## config.mk

```make
export PLATFORM = sky130hd
export DESIGN_NAME = vend_sequencer_flat
export DESIGN_NICKNAME = d
export VERILOG_FILES = /design/src/rtl/vend_pkg.sv /design/src/rtl/vend_sequencer_if.sv /design/src/rtl/coin_fifo.sv /design/src/rtl/vend_sequencer.sv /design/src/flat_wrapper.sv
export SDC_FILE = /design/constraint.sdc
export NUM_CORES = 1
export LEC_CHECK = 0
export CORE_ASPECT_RATIO = 0.5
export CORE_MARGIN = 4
export CORE_UTILIZATION = 25
export CTS_CLUSTER_SIZE = 20
export DETAILED_ROUTE_END_ITERATION = 16
export PLACE_DENSITY = 0.5
export SLEW_MARGIN = 25
export SYNTH_ARGS = -nofsm -noshare
export SYNTH_HDL_FRONTEND = slang
export SYNTH_SLANG_ARGS = --single-unit
```

## constraint.sdc

```tcl
create_clock -name clk_i -period 4.06 [get_ports clk_i]
set_input_delay 0.812 -clock clk_i [delete_from_list [all_inputs] [get_ports clk_i]]
set_output_delay 0.812 -clock clk_i [all_outputs]
set_load 0.01 [all_outputs]
```

## src/rtl/vend_pkg.sv

```systemverilog
// Shared types and constants for the coin scheduler / dispense sequencer.
package vend_pkg;

  // Coin code carried through the buffer; NONE marks an empty issue slot.
  typedef enum logic [1:0] {
    NONE    = 2'd0,
    NICKEL  = 2'd1,
    DIME    = 2'd2,
    QUARTER = 2'd3
  } coin_e;

  // Sequencer states: issue one coin, check the sale result, then dispense.
  typedef enum logic [2:0] {
    IDLE  = 3'd0,
    ISSUE = 3'd1,
    CHECK = 3'd2,
    VEND  = 3'd3,
    EJECT = 3'd4
  } seq_state_e;

  // Value of one unit of change_i, in cents (one ejected nickel).
  localparam int CHANGE_UNIT_CENTS = 5;

  // Maps an arrival lane (0 nickel, 1 dime, 2 quarter) to its coin code.
  function automatic coin_e coin_from_lane(input int lane);
    case (lane)
      0:       return NICKEL;
      1:       return DIME;
      default: return QUARTER;
    endcase
  endfunction

endpackage

```

## src/rtl/vend_sequencer_if.sv

```systemverilog
// Bundle of coin, FSM-side and dispense handshake signals of the sequencer.
interface vend_sequencer_if #(
  parameter int FIFO_DEPTH = 4
) ();
  localparam int CW = $clog2(FIFO_DEPTH) + 1;

  logic          nickel_i;
  logic          dime_i;
  logic          quarter_i;
  logic          vm_nickel_o;
  logic          vm_dime_o;
  logic          vm_quarter_o;
  logic          soda_i;
  logic [2:0]    change_i;
  logic          vend_valid_o;
  logic          vend_ready_i;
  logic          eject_valid_o;
  logic          eject_ready_i;
  logic [2:0]    reject_o;
  logic [CW-1:0] fifo_count_o;
  logic          busy_o;

  // Sequencer side.
  modport master (
    input  nickel_i, dime_i, quarter_i, soda_i, change_i,
           vend_ready_i, eject_ready_i,
    output vm_nickel_o, vm_dime_o, vm_quarter_o, vend_valid_o,
           eject_valid_o, reject_o, fifo_count_o, busy_o
  );

  // Environment side: coin acceptor, vending FSM and dispense mechanics.
  modport slave (
    output nickel_i, dime_i, quarter_i, soda_i, change_i,
           vend_ready_i, eject_ready_i,
    input  vm_nickel_o, vm_dime_o, vm_quarter_o, vend_valid_o,
           eject_valid_o, reject_o, fifo_count_o, busy_o
  );
endinterface

```

## src/rtl/coin_fifo.sv

```systemverilog
// Coin buffer: up to three pushes per cycle (nickel, dime, quarter order),
// one pop per cycle, registered reject flags for coins that do not fit.
module coin_fifo
  import vend_pkg::*;
#(
  parameter  int DEPTH = 4,
  localparam int PW    = $clog2(DEPTH),
  localparam int CW    = PW + 1
) (
  input  logic          clk_i,
  input  logic          rst_ni,
  input  logic          push_nickel,
  input  logic          push_dime,
  input  logic          push_quarter,
  input  logic          pop,
  output coin_e         head,
  output logic [CW-1:0] count,
  output logic          empty,
  output logic [2:0]    reject
);

  coin_e         mem [DEPTH];
  logic [PW-1:0] wr_ptr_reg;
  logic [PW-1:0] rd_ptr_reg;
  logic [CW-1:0] count_reg;
  logic [2:0]    reject_reg;
  logic [2:0]    push_req;
  logic [2:0]    accept;
  logic [1:0]    n_acc;
  logic [CW-1:0] free;
  logic [PW-1:0] slot [3];
  logic          do_pop;

  assign push_req = {push_quarter, push_dime, push_nickel};
  assign empty    = (count_reg == '0);
  assign do_pop   = pop && !empty;
  assign head     = mem[rd_ptr_reg];
  assign count    = count_reg;
  assign reject   = reject_reg;

  // Grant lanes in priority order against the space left before this cycle's pop.
  always_comb begin
    free   = CW'(DEPTH) - count_reg;
    accept = '0;
    n_acc  = '0;
    for (int k = 0; k < 3; k++) begin
      if (push_req[k] && (CW'(n_acc) < free)) begin
        accept[k] = 1'b1;
        n_acc     = n_acc + 2'd1;
      end
    end
  end

  // Accepted coins occupy consecutive slots from the write pointer.
  assign slot[0] = wr_ptr_reg;
  assign slot[1] = wr_ptr_reg + PW'(accept[0]);
  assign slot[2] = wr_ptr_reg + PW'(accept[0]) + PW'(accept[1]);

  // Storage write; contents need no reset since count gates every read.
  always_ff @(posedge clk_i) begin
    for (int k = 0; k < 3; k++) begin
      if (accept[k]) mem[slot[k]] <= coin_from_lane(k);
    end
  end

  // Pointer, occupancy and reject-flag update.
  always_ff @(posedge clk_i or negedge rst_ni) begin
    if (!rst_ni) begin
      wr_ptr_reg <= '0;
      rd_ptr_reg <= '0;
      count_reg  <= '0;
      reject_reg <= '0;
    end else begin
      wr_ptr_reg <= wr_ptr_reg + PW'(n_acc);
      if (do_pop) rd_ptr_reg <= rd_ptr_reg + PW'(1);
      count_reg  <= count_reg + CW'(n_acc) - CW'(do_pop);
      reject_reg <= push_req & ~accept;
    end
  end

endmodule

```

## src/rtl/vend_sequencer.sv

```systemverilog
// Coin scheduler and dispense sequencer in front of the vending FSM: issues
// buffered coins one per three cycles and runs vend / change ejection.
module vend_sequencer
  import vend_pkg::*;
#(
  parameter int FIFO_DEPTH = 4
) (
  input logic              clk_i,
  input logic              rst_ni,
  vend_sequencer_if.master bus
);

  seq_state_e                  state_reg, state_next;
  logic [2:0]                  ej_cnt_reg, ej_cnt_next;
  logic                        vm_nickel_reg, vm_nickel_next;
  logic                        vm_dime_reg, vm_dime_next;
  logic                        vm_quarter_reg, vm_quarter_next;
  logic                        pop;
  logic                        empty;
  coin_e                       head;
  logic [$clog2(FIFO_DEPTH):0] fifo_count;
  logic [2:0]                  reject;

  coin_fifo #(.DEPTH(FIFO_DEPTH)) u_fifo (
    .clk_i        (clk_i),
    .rst_ni       (rst_ni),
    .push_nickel  (bus.nickel_i),
    .push_dime    (bus.dime_i),
    .push_quarter (bus.quarter_i),
    .pop          (pop),
    .head         (head),
    .count        (fifo_count),
    .empty        (empty),
    .reject       (reject)
  );

  // Next state, pop request, next coin outputs and change counter.
  always_comb begin
    state_next      = state_reg;
    ej_cnt_next     = ej_cnt_reg;
    pop             = 1'b0;
    vm_nickel_next  = 1'b0;
    vm_dime_next    = 1'b0;
    vm_quarter_next = 1'b0;
    case (state_reg)
      IDLE: begin
        if (!empty) begin
          pop             = 1'b1;
          vm_nickel_next  = (head == NICKEL);
          vm_dime_next    = (head == DIME);
          vm_quarter_next = (head == QUARTER);
          state_next      = ISSUE;
        end
      end
      ISSUE: state_next = CHECK;
      CHECK: begin
        if (bus.soda_i) begin
          ej_cnt_next = bus.change_i;
          state_next  = VEND;
        end else begin
          state_next = IDLE;
        end
      end
      VEND: begin
        if (bus.vend_ready_i) state_next = (ej_cnt_reg != 3'd0) ? EJECT : IDLE;
      end
      EJECT: begin
        if (bus.eject_ready_i) begin
          ej_cnt_next = ej_cnt_reg - 3'd1;
          if (ej_cnt_reg == 3'd1) state_next = IDLE;
        end
      end
      default: state_next = IDLE;
    endcase
  end

  // State, change counter and registered coin strobes.
  always_ff @(posedge clk_i or negedge rst_ni) begin
    if (!rst_ni) begin
      state_reg      <= IDLE;
      ej_cnt_reg     <= '0;
      vm_nickel_reg  <= 1'b0;
      vm_dime_reg    <= 1'b0;
      vm_quarter_reg <= 1'b0;
    end else begin
      state_reg      <= state_next;
      ej_cnt_reg     <= ej_cnt_next;
      vm_nickel_reg  <= vm_nickel_next;
      vm_dime_reg    <= vm_dime_next;
      vm_quarter_reg <= vm_quarter_next;
    end
  end

  assign bus.vm_nickel_o   = vm_nickel_reg;
  assign bus.vm_dime_o     = vm_dime_reg;
  assign bus.vm_quarter_o  = vm_quarter_reg;
  assign bus.vend_valid_o  = (state_reg == VEND);
  assign bus.eject_valid_o = (state_reg == EJECT);
  assign bus.busy_o        = (state_reg != IDLE);
  assign bus.reject_o      = reject;
  assign bus.fifo_count_o  = fifo_count;

endmodule

```

## src/flat_wrapper.sv

```systemverilog
// flat-port wrapper written by rule: the top's interface ports become plain ports
module vend_sequencer_flat import vend_pkg::*;
#(
  parameter int FIFO_DEPTH = 4
)
  (clk_i, rst_ni, bus_nickel_i, bus_dime_i, bus_quarter_i, bus_soda_i, bus_change_i, bus_vend_ready_i, bus_eject_ready_i, bus_vm_nickel_o, bus_vm_dime_o, bus_vm_quarter_o, bus_vend_valid_o, bus_eject_valid_o, bus_reject_o, bus_fifo_count_o, bus_busy_o);
  vend_sequencer_if #(.FIFO_DEPTH(FIFO_DEPTH)) bus_i ();
  input logic clk_i;
  input logic rst_ni;
  input wire logic [$bits(bus_i.nickel_i)-1:0] bus_nickel_i;
  input wire logic [$bits(bus_i.dime_i)-1:0] bus_dime_i;
  input wire logic [$bits(bus_i.quarter_i)-1:0] bus_quarter_i;
  input wire logic [$bits(bus_i.soda_i)-1:0] bus_soda_i;
  input wire logic [$bits(bus_i.change_i)-1:0] bus_change_i;
  input wire logic [$bits(bus_i.vend_ready_i)-1:0] bus_vend_ready_i;
  input wire logic [$bits(bus_i.eject_ready_i)-1:0] bus_eject_ready_i;
  output wire logic [$bits(bus_i.vm_nickel_o)-1:0] bus_vm_nickel_o;
  output wire logic [$bits(bus_i.vm_dime_o)-1:0] bus_vm_dime_o;
  output wire logic [$bits(bus_i.vm_quarter_o)-1:0] bus_vm_quarter_o;
  output wire logic [$bits(bus_i.vend_valid_o)-1:0] bus_vend_valid_o;
  output wire logic [$bits(bus_i.eject_valid_o)-1:0] bus_eject_valid_o;
  output wire logic [$bits(bus_i.reject_o)-1:0] bus_reject_o;
  output wire logic [$bits(bus_i.fifo_count_o)-1:0] bus_fifo_count_o;
  output wire logic [$bits(bus_i.busy_o)-1:0] bus_busy_o;
  assign bus_i.nickel_i = bus_nickel_i;
  assign bus_i.dime_i = bus_dime_i;
  assign bus_i.quarter_i = bus_quarter_i;
  assign bus_i.soda_i = bus_soda_i;
  assign bus_i.change_i = bus_change_i;
  assign bus_i.vend_ready_i = bus_vend_ready_i;
  assign bus_i.eject_ready_i = bus_eject_ready_i;
  assign bus_vm_nickel_o = bus_i.vm_nickel_o;
  assign bus_vm_dime_o = bus_i.vm_dime_o;
  assign bus_vm_quarter_o = bus_i.vm_quarter_o;
  assign bus_vend_valid_o = bus_i.vend_valid_o;
  assign bus_eject_valid_o = bus_i.eject_valid_o;
  assign bus_reject_o = bus_i.reject_o;
  assign bus_fifo_count_o = bus_i.fifo_count_o;
  assign bus_busy_o = bus_i.busy_o;
  vend_sequencer #(.FIFO_DEPTH(FIFO_DEPTH)) u_core (.clk_i(clk_i), .rst_ni(rst_ni), .bus(bus_i));
endmodule
```

# [Word-level counts from Yosys, hierarchy flattened]
# Memories as Yosys holds them, arrays and structs flattened.
# Index checks and enable logic that the tools add are counted.
[totals] reg_bits=19 ramBits=8 in_bits=11 out_inout_bits=12 word_cells=83 n_memories=1
[classes] add_sub_neg=10 n_lt_le_gt_ge=3 eq_ne=13 mux=33 n_bitwise=2 n_reduce_logical=12
[mem_list] memory="u_core.u_fifo.mem" words=4 width=2 read_ports=1 rd_clocked_by_memory_dff=0 wr=3 line_no="coin_fifo.sv:22" rtl="coin_e mem [DEPTH];"
[ops] op="$mux 3" count=7
[ops] op="$mux 1" count=18
[ops] op="$pmux 3 s5" count=1
[ops] op="$mux 2" count=6
[ops] op="$ne 2x2->1 const B" count=4
[ops] op="$add 2x1->2 const B" count=3
[ops] op="$eq 3x1->1 const B" count=2
[ops] op="$eq 3x2->1 const B" count=2
[ops] op="$logic_not 3->1" count=2
[ops] op="$lt 2x3->1" count=2
[ops] op="$pmux 3 s2" count=1
[ops] op="$reduce_bool 3->1" count=2
[ops] op="$add 2x1->2" count=2
[ops] op="$eq 2x2->1 const B" count=2
[ops] op="$logic_and 1x1->1" count=4
[ops] op="$reduce_and 4->1" count=1
[ops] op="$add 3x2->3" count=1
[ops] op="$and 3x3->3" count=1
[ops] op="$eq 3x3->1 const B" count=1
[ops] op="$lt 1x3->1 const A" count=1
[ops] op="$not 3->3" count=1
[ops] op="$reduce_and 3->1" count=1
[ops] op="$sub 3x1->3" count=1
[ops] op="$sub 3x1->3 const B" count=1
[ops] op="other kinds (6)" count=6

# [Logic depth before layout (Yosys ltp)]
[logic_depth] ltp_word=12 depth_mapped=19 mapped_depth_nobuf=19

# [By module]
# A second synthesis with hierarchy kept.
[hier_totals] cells_unflattened=148 area_unflattened_um2=1596.5
[modules_own_cells] mod="coin_fifo" instances=1 cells_each=98 area_each_um2=1066.0 seq_area_each_um2=410.4
[modules_own_cells] mod="vend_sequencer" instances=1 cells_each=50 area_each_um2=530.5 seq_area_each_um2=225.2

# [Least setup slack after synthesis]
# Ideal clock, no wire load.
[synth_path] path_type="reg-to-reg" from="register u_core.u_fifo.count_reg[0] (netlist: u_core.u_fifo.count[0])" to="register u_core.u_fifo.count_reg[2] (netlist: u_core.u_fifo.count[2])" setup_time_ns=0.123 arrival_time_ns=3.625 t_required_ns=3.937 path_slack_ns=0.312 path_stages_with_launch=20 path_buffers=0 synth_period_minus_slack_ns=3.748 path_cell_list="dfrtp_1 -> inv_1 -> ha_1 -> ha_1 -> nand2b_1 -> o21ai_0 -> inv_1 -> ha_1 -> ha_1 -> nand2_1 -> o21ai_0 -> xnor2_1 -> inv_1 -> ha_1 -> inv_1 -> ha_1 -> inv_1 -> fa_1 -> xor2_1 -> xnor2_1"
[synth_via] elab_chain_len=12 word_cells_on_any_way=19 classes_between="add/sub: 5; order compare: 3; mux: 5; reduce/logical: 6"
[synth_lines] item="from (decl)" line_no="coin_fifo.sv:25" rtl="logic [CW-1:0] count_reg;"
[synth_lines] item="from (signal assigned)" line_no="coin_fifo.sv:76" rtl="count_reg <= count_reg + CW'(n_acc) - CW'(do_pop);"
[synth_lines] item="$sub 3x3->3" line_no="coin_fifo.sv:43" rtl="free = CW'(DEPTH) - count_reg;"
[synth_lines] item="$lt 1x3->1" line_no="coin_fifo.sv:47" rtl="if (push_req[k] && (CW'(n_acc) < free)) begin"
[synth_lines] item="$logic_and 1x1->1" line_no="coin_fifo.sv:47"
[synth_lines] item="$mux 1" line_no="coin_fifo.sv:47"
[synth_lines] item="$lt 2x3->1" line_no="coin_fifo.sv:47"
[synth_lines] item="$logic_and 1x1->1" line_no="coin_fifo.sv:47"
[synth_lines] item="$mux 2" line_no="coin_fifo.sv:47"
[synth_lines] item="$lt 2x3->1" line_no="coin_fifo.sv:47"
[synth_lines] item="$logic_and 1x1->1" line_no="coin_fifo.sv:47"
[synth_lines] item="$mux 2" line_no="coin_fifo.sv:47"
[synth_lines] item="$add 3x2->3" line_no="coin_fifo.sv:76"
[synth_lines] item="$sub 3x1->3 (*)" line_no="coin_fifo.sv:76"
# Every way passes the cells marked *; elsewhere a longest branch is shown, timed or not.
# A chain may end at the register's enable or synchronous reset.

# [Worst setup path after layout]
[layout_path] from="register u_core.u_fifo.count_reg[1] (netlist: u_core.u_fifo.count[1])" to="register u_core.u_fifo.count_reg[2] (netlist: u_core.u_fifo.count[2])"
# Same word-level chain as after synthesis.

==> flow_summary.yaml <==
setup_path:
  critical_path_class: "register to register"
  worstPathArrival_ns: 3.89
  critPathLaunchType: "register"
  crit_end: "u_core.u_fifo.count[2]"
  r2r_cells: 19
  crit_path_frequent_cell: "ha_1"
  rr_startpoint: "u_core.u_fifo.count[1]"
  reg2reg_slack_ns: 0.32
  worstPathRequired_ns: 4.21
  end_kind: "register"
  startpoint: "u_core.u_fifo.count[1]"
  cp_slowest_cell: "fa_1"
  cp_max_fo: 5
  crit_chain: "inv_1 -> ha_1 -> ha_1 -> nand2b_1 -> o21ai_1 -> inv_1 -> ha_1 -> ha_1 -> a21boi_0 -> o21ai_0 -> xnor2_1 -> inv_1 -> ha_1 -> inv_1 -> ha_1 -> inv_1 -> fa_1 -> xor2_1 -> xnor2_1"
  regToRegEndpoint: "u_core.u_fifo.count[2]"
  crit_path_max_incr_delay_ns: 0.37
drt:
  route.detailed.drc: 0
  drtPass1Iterations: 4
  wl_per_cell_um: 12.41
  ant_nets: 0
  routed-via-count: 1173
  wirelength_um: 3189
  drtIter0Drc: 92
  viasPerCell: 4.564
power:
  power_density_nw_per_um2: 938.2
  ir_worst_vdd_mv: 0.2516
  leakagePower_nw: 0.8700
yosys:
  synthesis.nets: 178
  ys_async_sr_fraction_pct: 70.37
  synthMuxAreaShare_pct: 3.621
  yosys.area_share.adder_pct: 12.84
  synth-edff-count: 0
  ys_ff_latch: 27
  netlist_area_um2: 1520
  synth_area_leaders: "dfrtp_1 31%, ha_1 12%, dfxtp_1 11%"
  synthCells: 152
  ys.flop_type: "dfrtp_1"
  avgSynthCellArea_um2: 10.00
  synth_top_family_by_area: "simple AND/OR/NAND/NOR gates"
  synth_xor_area_share_pct: 6.337
  synthSimpleGateAreaFrac_pct: 15.39
  synth_top_area_share_pct: 31.28
  synthDistinctLibCells: 41
  ys_seq_area_share_pct: 41.81
  ys_top_cells_by_count: "19 x dfrtp_1, 18 x inv_1, 14 x ha_1, 9 x nand3_1, 9 x nor2_1"
  synth_area_leader_cell: "dfrtp_1"
  synth.most_common_cell: "dfrtp_1"
  synth_warnings: 0
  synth-compound-area-share_pct: 14.65
finish:
  area_growth_syn_to_layout_pct: 28.72
  nNetsFinal: 211
  drive_gt1_share_pct: 10.87
  antenna_cells: 0
  largest_reg_flops: 8
  fin_cells: 257
sta:
  hold_violations: 0
  holdWs_ns: 0.4707
  tightest_slew_ns: 0.5125
  fin_crit_sh_pct: 92.03
  max-slew-margin-rel_pct: 65.67
  fin_worst_skew_ns: 0.004028
  rsz0062_at_grt: "no"
  max_freq_ghz: 0.2676
  setup_ws_ns: 0.3237
  fin_crit_ns: 3.736
  slew_violations: 0
  setup_violations: 0
  tns_ns: 0
global_routing:
  antenna_found_initial: 0
  grtUsageTotal_pct: 9.391
  grt_pass1_wl_um: 5733
  grt_max_degree: 20
  gr-total-overflow: 0
  first_global_vias: 1218
clock_network:
  cts_tree: "done"
  clk_latency_ns: 0.26
  clk_pin_slew_ns: 0.07
  cts_made_buffers: 3
  clock_sinks: 27
  htreeDepth: 1
  cts-root-buf: "clkbuf_16"
  ctsHoldBuffers: 0
  cts_buffer_depth: 2
flow_run:
  drv_cap: 0
die:
  pin_count: 23
  core_area_um2: 5682
  start_util_pct: 26.76
  dieArea_um2: 7468
  die_h_um: 63.14
  die_w_um: 118.3
  num_rows: 19
placed_design:
  io_buffer_count: 22
  dpl.hpwl_um: 2516
  dpl_worst_slack_ns: 0.02128
  gp_congestion: 0.7853
  placed_cells: 253
worst_hold_path:
  min_path_cells: 1
  hold_path_class: "register to register"
outcome:
  status: "finished, final reports clean"
-- layout by cell type, fill, tap and decap left out, drive strengths merged, types with 4 or more instances in the layout --
cell type,count
nor2,10
o21bai,4
nor2b,4
xnor2,8
clkdlybuf4s50,21
inv,18
a31oi,4
nand2,6
buf,8
ha,14
dfrtp,19
nand3,9
o21ai,9
nor3,4
dfxtp,8
-- cell type report --
type / instances / area (um^2)
Multi-Input combinational cell: 105 / 803.3
Clock inverter: 1 / 7.507
Fill cell: 578 / 3725
Timing Repair Buffer: 29 / 267.8
Tap cell: 73 / 91.34
Clock buffer: 3 / 75.07
Sequential cell: 27 / 635.6
Inverter: 19 / 76.32
-- report_power, final --
| group | total, mW | switching, mW | internal (mW) |
|---|---|---|---|
| clock | 0.229 | 0.0952 | 0.134 |
| sequential | 0.519 | 0.111 | 0.409 |
| combinational | 1.09 | 0.534 | 0.553 |
-- cells by family after synthesis --
logic type / Yosys count
AOI/OAI and AO/OA: 32
muxes: 3
buffers and inverters: 20
DFF: 27
adders and majority gates: 15
and+or+nand+nor: 44
xor gates and xnor gates: 11
-- per-layer routing --
layer	GRT usage [%]	vias up	wire [um]	share of wire [%]
li1	-	591	-	-
met1	12.18	566	1618	51
met2	15.71	12	1487	47
met3	2.145	4	57	1.8
met4	2.774	0	27	0.85
met5	0	-	0	0
-- stage by stage --
stage	area [um^2]	power [mW]	util [%]
global route	1957	2.034	34.44
finish	1957	1.836	34.44
CTS	1962	1.863	34.53
global placement	1879	1.603	33.08
detailed placement	1879	1.625	33.08
floorplan	1520	1.288	-
-- worst max-delay path, delay by kind of cell (launching register included) --
family          cells  cell delay, ns
compound gates      3            0.59
simple gates        1            0.11
buf+inv             5            0.31
xor+xnor            3            0.54
flops               1            0.34
fa+ha+maj           7            1.71
-- what timing repair did --
action	in CTS	in global routing
gates resized for setup	0	1
setup endpoints to repair	0	1
buffers inserted	0	0
-- how the worst min path moves through the flow --
stage / slack (ns) / end / startpoint
4_1_cts: 0.47 / u_core.u_fifo.mem[0][1] / u_core.u_fifo.mem[0][1]
3_3_place_gp: 0.46 / u_core.u_fifo.mem[0][1] / u_core.u_fifo.mem[0][1]
2_1_floorplan: 0.43 / u_core.u_fifo.mem[2][1] / u_core.u_fifo.mem[2][1]
6_report: 0.47 / u_core.u_fifo.mem[0][1] / u_core.u_fifo.mem[0][1]
3_5_place_dp: 0.45 / u_core.u_fifo.mem[0][1] / u_core.u_fifo.mem[0][1]
5_1_grt: 0.50 / u_core.u_fifo.mem[2][1] / u_core.u_fifo.mem[2][1]
Power figures use the tool's default switching activity.
